<file path="config.mk">
export PLATFORM = sky130hd
export DESIGN_NAME = pulse_stretcher
export DESIGN_NICKNAME = d
export VERILOG_FILES = /design/src/rtl/pulse_stretcher_pkg.sv /design/src/rtl/pulse_stretcher_counter.sv /design/src/rtl/pulse_stretcher.sv
export SDC_FILE = /design/constraint.sdc
export NUM_CORES = 1
export LEC_CHECK = 0
export CAP_MARGIN = 15
export CORE_ASPECT_RATIO = 1.75
export CORE_UTILIZATION = 30
export CTS_BUF_LIST = sky130_fd_sc_hd__clkbuf_8 sky130_fd_sc_hd__clkbuf_16
export CTS_CLUSTER_SIZE = 10
export DETAILED_ROUTE_END_ITERATION = 10
export PLACE_DENSITY_LB_ADDON = 0.1
export SYNTH_ARGS = -nofsm -noshare
export SYNTH_HDL_FRONTEND = slang
export SYNTH_SLANG_ARGS = --single-unit
export TNS_END_PERCENT = 10
</file>
<file path="constraint.sdc">
create_clock -name clock -period 2.6 [get_ports clock]
set_input_delay 0.39 -clock clock [delete_from_list [all_inputs] [get_ports clock]]
set_output_delay 0.39 -clock clock [all_outputs]
set_load 0.05 [all_outputs]
</file>
<file path="src/rtl/pulse_stretcher_pkg.sv">
// Shared constants for the pulse stretcher: state encodings, the FSM state
// type and a constant-width helper.
package pulse_stretcher_pkg;

    localparam logic [1:0] ST_IDLE   = 2'd0;
    localparam logic [1:0] ST_ACTIVE = 2'd1;
    localparam logic [1:0] ST_GAP    = 2'd2;

    typedef enum logic [1:0] {
        IDLE   = ST_IDLE,
        ACTIVE = ST_ACTIVE,
        GAP    = ST_GAP
    } state_t;

    // Smallest width w with 2**w >= value; returns 0 for value <= 1.
    function automatic int clog2(input int value);
        int result;
        result = 0;
        while ((1 << result) < value) begin
            result = result + 1;
        end
        return result;
    endfunction

endpackage

</file>
<file path="src/rtl/pulse_stretcher_counter.sv">
// Tick counter: counts clock_enable ticks from 0 to HIGH and wraps; tc flags
// the terminal count, sync_reset holds it at zero.
module pulse_stretcher_counter
    import pulse_stretcher_pkg::*;
#(
    parameter int HIGH = 255
) (
    input  logic clock,
    input  logic reset,
    input  logic clock_enable,
    input  logic sync_reset,
    output logic tc
);

    localparam int CW = (HIGH > 0) ? clog2(HIGH + 1) : 1;
    localparam logic [CW-1:0] HIGH_C = CW'(HIGH);

    logic [CW-1:0] count;

    // NOTE: sequential state uses non-blocking assignments so every flop samples
    // the pre-edge values of the others, independent of statement order.
    always_ff @(posedge clock or negedge reset) begin
        if (!reset) begin
            count <= '0;
        end else if (sync_reset) begin
            count <= '0;
        end else if (clock_enable) begin
            count <= (count == HIGH_C) ? '0 : count + CW'(1);
        end
    end

    assign tc = (count == HIGH_C);

endmodule

</file>
<file path="src/rtl/pulse_stretcher.sv">
// Event-driven pulse stretcher: each accepted event yields one HOLD_PERIOD-tick
// active pulse followed by at least GAP_PERIOD inactive ticks.
module pulse_stretcher
    import pulse_stretcher_pkg::*;
#(
    parameter int   HOLD_PERIOD = 256,
    parameter int   GAP_PERIOD  = 256,
    parameter int   MAX_PENDING = 7,
    parameter logic IDLE_VALUE  = 1'b0,
    localparam int  PW          = clog2(MAX_PENDING + 1)
) (
    input  logic          clock,
    input  logic          reset,
    input  logic          enable,
    input  logic          event_i,
    output logic          data_o,
    output logic          busy_o,
    output logic [PW-1:0] pending_o,
    output logic          overflow_o
);

    localparam logic [PW-1:0] MAX_C = PW'(MAX_PENDING);

    state_t        state;
    state_t        state_next;
    logic [PW-1:0] pending;
    logic [PW-1:0] pending_next;
    logic          overflow;
    logic          drop;
    logic          consume;
    logic          request;
    logic          hold_tc;
    logic          gap_tc;

    pulse_stretcher_counter #(
        .HIGH (HOLD_PERIOD - 1)
    ) hold_counter (
        .clock        (clock),
        .reset        (reset),
        .clock_enable (enable),
        .sync_reset   (state != ACTIVE),
        .tc           (hold_tc)
    );

    pulse_stretcher_counter #(
        .HIGH (GAP_PERIOD - 1)
    ) gap_counter (
        .clock        (clock),
        .reset        (reset),
        .clock_enable (enable),
        .sync_reset   (state != GAP),
        .tc           (gap_tc)
    );

    // An event arriving on the consuming clock is served directly.
    assign request = (pending != '0) || event_i;

    // NOTE: every output of a combinational block gets a default first, so no
    // path through the case/if tree can leave a value unassigned and infer a latch.
    always_comb begin
        state_next = state;
        consume    = 1'b0;
        case (state)
            IDLE: begin
                if (enable && request) begin
                    state_next = ACTIVE;
                    consume    = 1'b1;
                end
            end
            ACTIVE: begin
                if (enable && hold_tc) begin
                    state_next = GAP;
                end
            end
            GAP: begin
                if (enable && gap_tc) begin
                    if (request) begin
                        state_next = ACTIVE;
                        consume    = 1'b1;
                    end else begin
                        state_next = IDLE;
                    end
                end
            end
            default: state_next = IDLE;
        endcase
    end

    always_comb begin
        pending_next = pending;
        drop         = 1'b0;
        if (event_i && !consume) begin
            if (pending == MAX_C) begin
                drop = 1'b1;
            end else begin
                pending_next = pending + PW'(1);
            end
        end else if (!event_i && consume) begin
            pending_next = pending - PW'(1);
        end
    end

    // NOTE: reset clears the queued events too, so nothing requested before
    // reset can start a pulse afterwards.
    always_ff @(posedge clock or negedge reset) begin
        if (!reset) begin
            state    <= IDLE;
            pending  <= '0;
            overflow <= 1'b0;
        end else begin
            state    <= state_next;
            pending  <= pending_next;
            overflow <= drop;
        end
    end

    assign data_o     = (state == ACTIVE) ? ~IDLE_VALUE : IDLE_VALUE;
    assign busy_o     = (state != IDLE);
    assign pending_o  = pending;
    assign overflow_o = overflow;

endmodule
</file>
==> impl_results.md, run 1 <==
* Final Max Tran Viols at 0
* CTS buffer count at 3
* Worst endpoint data arrival time at 1710 ps
* Resized Gates After CTS at 0
* Share of power burned in registers at 0.467
* Synth warn at 0
* First-pass GRT wire length at ~4.1 mm
* Hold Violations, Final at 0
* Buffer count from post-CTS setup fixing at 0
* Die width at 48.4 microns
* Minimum clock period at 2100 ps
* Period utilization at 0.807
* Mapped Nets at about 120
* CTS Root Cell: clkbuf_8
* Static leakage at 0.555 nW
* Num rows at 29
* Worst Setup Start Kind: flip-flop
* Final number of setup-violating endpoints at 0
* Die Y at about 83 microns
* Top FF cell, synth: dfrtp_1
* Drt wl/cell at ~13 microns
* Hold buffer count at cts at 0
* Power Dens Cells at around 840 nW/um^2
* CP endpoint: data_o
* Max Cap Viol at 0
* Cells after synthesis at 116
* Htree depth at 1
* Fill cells at 381
* Vias after detailed routing at 870
* Run status: complete, no violations
* Crit end category: primary output
* Clock Path Buffers at 2
* DRC Markers at 0
* Slew of the pin with the lowest slew margin at between 500 and 600 ps
* Core footprint at roughly 3600 sq um
* Die area at around 4000 sq um
* FF-to-FF End: pending_o[2]$_DFFE_PN0P_
* DP Wirelength at roughly 1.6 mm
* Final antenna-violating net count at 0
* Vias in the first global route at 925
* # IOs at 10
* Netlist Area Pre-Place at 1130 sq um
* Area share of the leading cell type in the synthesized netlist at 0.487
* Pre-CTS WS at roughly 530 ps
* Clock power share at 0.216
* Combinational power share at 0.318
* Setup TNS at 0 ps
* Skew final at slightly below 4 ps
* Psw at approximately 0.43 mW
* Port Buffers at 9
* Final WS setup at approximately 500 ps
* Fmax at approximately 480 MHz
* Number of DRC markers in iteration 0 at 7
* Hold WC Path Type: in -> async
* Reg-to-reg slack, setup at about 570 ps
* CTS tree: done
* Cell Int Power at 0.705 mW
* Critical path class: reg -> out
* Cell taking the most area after synthesis: dfrtp_1
* Most frequent cell after synthesis: dfrtp_1
* Layout area overhead at 19.2%
* Final nets at 137
* Post-DP Area at roughly 1300 sq um
* Post-Place Cells at between 150 and 200
* Clk pin slew, worst setup/hold paths at around 80 ps
* Synthesized area per cell at around 9.7 sq um
* Top cells by count, synth: dfrtp_1 (22), nor2_1 (15), nand2_1 (8)
* Worst R2R Path Depth at 6
* Synth top area cells: dfrtp_1 (49%), nor2_1 (5.0%), xor2_1 (4.7%)
* RR Startpoint: gap_counter.count[0]$_DFFE_PN0P_
* GP Congestion at 0.812
* Vias/cell at between 4 and 5
* CTS sink cnt at 22
* Unique masters post-synth at 32
* Ys async rst share at 1.00
* Overall Power at 1.14 mW
* Initial Util at 0.311
* Initial antenna violation count at 0
* Worst vdd ir at approximately 320 uV
* Worst Path Max Fanout at 5
* Post-route cell area at 1350 sq um
* Non-Filler Instances at roughly 180
* Final WL at around 2.2 mm
* DR pass1 iterations at 4
* Flops & latches, synth at 22
* CP Launch Point: state[1]$_DFFE_PN0P_
* Clk Latency, worst-skew pair at about 260 ps
* Worst path required time at roughly 2200 ps
* Max-slew headroom at 0.663
* Seq/Total Area, Yosys at 0.487
* Number of flops mapped to enable cells by yosys at 0
* Sw Ratio at 0.380
* Tot GR Track Use at 0.127
* Largest net degree at the start of global routing at 23
* Total global routing overflow at 0
* Antenna cell count at 0
* Share of cells above drive strength 1 at 0.0930
* RSZ-0062 raised after global routing: false
-- cells by family (layout without fill, tap and decap cells) --
kind of cell,after synthesis,after routing,share of synthesized area
buf+inv,7,20,0.0244
fa+ha+maj,3,3,0.0399
compound gates,25,25,0.142
xor+xnor,10,10,0.0775
mux,3,3,0.0277
flops,22,22,0.487
simple gates,46,46,0.202
-- power groups by stage --
stage / clock network, mW / registers (mW) / logic [mW]
2_1_floorplan: 0 / 0.609 / 0.167
3_3_place_gp: 0 / 0.538 / 0.368
3_5_place_dp: 0 / 0.540 / 0.365
4_1_cts: 0.253 / 0.533 / 0.369
5_1_grt: 0.261 / 0.554 / 0.404
6_report: 0.245 / 0.531 / 0.361
-- worst min path at each step --
stage | slack, ps | from | to
after floorplan | 90 | reset | gap_counter.count[0]$_DFFE_PN0P_
after global placement | 540 | hold_counter.count[1]$_DFFE_PN0P_ | hold_counter.count[1]$_DFFE_PN0P_
after detailed placement | 550 | hold_counter.count[7]$_DFFE_PN0P_ | hold_counter.count[7]$_DFFE_PN0P_
after CTS | 500 | reset | gap_counter.count[6]$_DFFE_PN0P_
after global routing | 510 | reset | gap_counter.count[6]$_DFFE_PN0P_
final | 480 | reset | gap_counter.count[6]$_DFFE_PN0P_
-- routing by layer --
metal,global-route usage,vias to the layer above,wire [microns],part of all wire
met5,0,-,0,0
met4,0.0481,0,23,0.010
met3,0.0165,2,27,0.012
met2,0.238,7,1170,0.53
met1,0.142,427,983,0.45
li1,-,434,-,-
-- layout make-up --
type / count / area, sq um / area share
Tap cell: 46 / 57.6 / 0.0428
Timing Repair Buffer: 13 / 120 / 0.0892
Clock buffer: 4 / 55.1 / 0.0409
Multi-Input combinational cell: 87 / 552 / 0.410
Sequential cell: 22 / 551 / 0.409
Inverter: 3 / 11.3 / 0.00836
-- placed cells by master, fill, tap and decap left out, drive strengths merged, types with 5 or more instances in the layout --
cell | synthesis | routed
nand2 | 8 | 8
nand4 | 5 | 5
clkdlybuf4s50 | 0 | 9
xor2 | 6 | 6
nor2 | 15 | 15
o21ai | 7 | 7
dfrtp | 22 | 22
a21oi | 6 | 6
-- flip-flops by register name (all words and copies together), names as in the netlist --
register / cells
state: 2
hold_counter.count: 8
gap_counter.count: 8
overflow_o: 1
pending_o: 3
-- worst max-delay path, stage by stage (launching register included) --
cell             delay, ps
dfrtp_1                410
nand2b_1               180
inv_1                   70
clkdlybuf4s50_1        790
-- per-stage QoR --
step                       util  hold WS, ps
after detailed placement  0.356          553
after global routing      0.371          509
after global placement    0.356          541
after floorplan               -         94.4
after CTS                 0.371          497
final                     0.371          481
Power figures use the tool's default switching activity.
==> run 2, diff against run 1 <==
==> constraint.sdc (replaced) <==
create_clock -name clock -period 1.7 [get_ports clock]
set_input_delay 0.255 -clock clock [delete_from_list [all_inputs] [get_ports clock]]
set_output_delay 0.255 -clock clock [all_outputs]
set_load 0.05 [all_outputs]
==> run 2 against run 1 <==
The flow now finishes with violations (setup timing). Via count increased by 11%. Global-route usage increased by 1.5 points. Non-clock buffer count increased by 23. Core utilization increased by 5.6 points. Sequential power increased by 37%. Worst setup slack got worse by 680 ps. Power increased by 74%. Sequential share of layout area decreased by 5.4 points. Clock skew increased by 3.2 ps. Critical path type is now reg -> reg. Largest cell class unchanged.
==> impl_results.md, run 2 (synthesis gave the netlist of run 1 again) <==
* DRC Markers at 0 (unchanged)
* Tot GR Track Use at 0.142 (+0.0146)
* Vias after detailed routing at 969 (+11%)
* Power Dens Cells at 1280 nW/um^2 (+51%)
* Num rows at 29 (unchanged)
* CTS buffer count at 3 (unchanged)
* Most common cell after layout, fill and taps aside: buf_4
* Initial Util at 0.311 (unchanged)
* DP Wirelength at 1.96 mm (+19%)
* Worst stage delay on the critical path at 450 ps (-340 ps)
* Slew of the pin with the lowest slew margin at 314 ps (-190 ps)
* Run status: complete, but fails checks
* Antenna cell count at 0 (unchanged)
* Final number of setup-violating endpoints at 3 (+3)
* Total global routing overflow at 0 (unchanged)
* Fill cells at 368 (-3.4%)
* Minimum clock period at 1880 ps
* RR Startpoint: gap_counter.count[1]$_DFFE_PN0P_
* Fmax at roughly 530 MHz
* # IOs at 10 (unchanged)
* CTS tree: done
* Critical path class: reg -> reg
* Skew final at 7.01 ps (+3.15 ps)
* Number of DRC markers in iteration 0 at 9 (+2)
* Max-slew headroom at 0.791 (+0.128)
* Htree depth at 1 (unchanged)
* GP Congestion at 0.717 (-12%)
* Crit end category: flip-flop
* Final nets at 160 (+17%)
* Worst path required time at 1850 ps (-360 ps)
* First-pass GRT wire length at 4.42 mm (+9.0%)
* Clk Latency, worst-skew pair at 260 ps (about the same)
* Post-DP Area at 1490 sq um (+15%)
* Worst R2R Path Depth at 7 (+1)
* Clk pin slew, worst setup/hold paths at 80 ps (about the same)
* CP Cell Sequence: ha_2 -> nand3_2 -> o21a_1 -> buf_4 -> o21ai_4 -> fa_2 -> a32o_1
* Vias in the first global route at 1005 (+8.6%)
* Largest net degree at the start of global routing at 23 (unchanged)
* Crit-path slowest cell: fa_2
* FF-to-FF End: pending_o[1]$_DFFE_PN0P_
* Core footprint at 3630 sq um (unchanged)
* Reg-to-reg slack, setup at -180 ps (-750 ps)
* Violated checks: setup timing
* Layout area overhead at 37.2%
* Drt wl/cell at 12.8 microns (+1.7%)
* Worst vdd ir at 640 uV (+98%)
* Final WS setup at -176 ps (-678 ps)
* CTS sink cnt at 22 (unchanged)
* Die area at 4030 sq um (unchanged)
* Max Cap Viol at 0 (unchanged)
* Vias/cell at 4.89 (-1.6%)
* Period utilization at 1.10
* Worst Path Max Fanout at 2 (-3)
* Highest-count cells in the layout ignoring fill and taps: buf_4 (31), dfrtp_1 (22), nor2_1 (15), nand2_1 (8)
* Post-Place Cells at 194 (+13%)
* Setup TNS at -489 ps (-489 ps)
* Hold slack at 347 ps (-134 ps)
* Initial antenna violation count at 0 (unchanged)
* Hold Violations, Final at 0 (unchanged)
* Static leakage at 0.680 nW (+23%)
* Post-route cell area at 1550 sq um (+15%)
* Share of cells above drive strength 1 at 0.296 (+0.203)
* Non-Filler Instances at 198 (+13%)
* Worst Setup Start Kind: flip-flop
* Final WL at 2.54 mm (+15%)
* Clock Path Buffers at 2 (unchanged)
* Final antenna-violating net count at 0 (unchanged)
* Port Buffers at 9 (unchanged)
* Overall Power at 1.98 mW (+74%)
* Hold WC Path Type: in -> async
* DR pass1 iterations at 4 (unchanged)
* Die width at 48.4 microns (unchanged)
* Final Max Tran Viols at 0 (unchanged)
* Worst endpoint data arrival time at 2030 ps (+320 ps)
* RSZ-0062 raised after global routing: true
* Die Y at 83.2 microns (unchanged)
* CTS Root Cell: clkbuf_8
==> run 2: what timing repair did <==
item / CTS / global route
setup buffers: 0 / 0
pin swaps: 3 / 1
gates resized for setup: 2 / 0
endpoints found under the setup margin: 3 / 3
hold buffers: 0 / 0
==> run 2: final cells by class <==
type                    count  area, sq um  area share
clock buffers               4         55.1      0.0355
inverters                   3         11.3     0.00726
multi-input cells          87          573       0.370
flip-flops and latches     22          551       0.355
well taps                  46         57.6      0.0371
repair buffers             36          303       0.195
==> run 2: metrics by stage <==
step / worst slack, ps / utilization
final: -176 / 0.427
after global routing: -253 / 0.427
after CTS: -197 / 0.427
after detailed placement: -211 / 0.409
after global placement: -192 / 0.409
after floorplan: -184 / -
==> run 2: how the worst max path moves through the flow <==
stage | start | endpoint | slack [ps] | cells after the start
final | gap_counter.count[1]$_DFFE_PN0P_ | pending_o[1]$_DFFE_PN0P_ | -180 | 7
after global routing | gap_counter.count[1]$_DFFE_PN0P_ | pending_o[2]$_DFFE_PN0P_ | -250 | 6
after CTS | gap_counter.count[1]$_DFFE_PN0P_ | pending_o[1]$_DFFE_PN0P_ | -200 | 7
after detailed placement | enable | pending_o[2]$_DFFE_PN0P_ | -210 | 5
after global placement | enable | pending_o[0]$_DFFE_PN0P_ | -190 | 6
after floorplan | gap_counter.count[0]$_DFFE_PN0P_ | pending_o[2]$_DFFE_PN0P_ | -180 | 7
==> run 2: worst max-delay path: cells and delay by family, from the launching register on <==
kind / cells / cell delay (ps)
buf+inv: 1 / 140
fa+ha+maj: 2 / 640
compound gates: 3 / 540
simple gates: 1 / 80
flops: 1 / 360
==> run 2: metal layers <==
layer / track usage / part of all wire / vias up
met5: 0 / 0 / -
met4: 0.0695 / 0.013 / 0
met3: 0.0183 / 0.019 / 4
met1: 0.156 / 0.41 / 477
li1: - / - / 481
met2: 0.260 / 0.56 / 7
==> run 2: where the power goes <==
part | switching, mW | internal, mW
clock | 0.173 | 0.207
combinational | 0.465 | 0.410
sequential | 0.0890 | 0.636
==> run 3, diff against run 2 <==
--- a/config.mk
+++ b/config.mk
@@ -12,6 +12,7 @@
 export CTS_CLUSTER_SIZE = 10
 export DETAILED_ROUTE_END_ITERATION = 10
 export PLACE_DENSITY_LB_ADDON = 0.1
+export SLEW_MARGIN = 20
 export SYNTH_ARGS = -nofsm -noshare
 export SYNTH_HDL_FRONTEND = slang
 export SYNTH_SLANG_ARGS = --single-unit
==> results of run 3 <==
No change in the layout: final DEF, timing and power equal those of run 2.
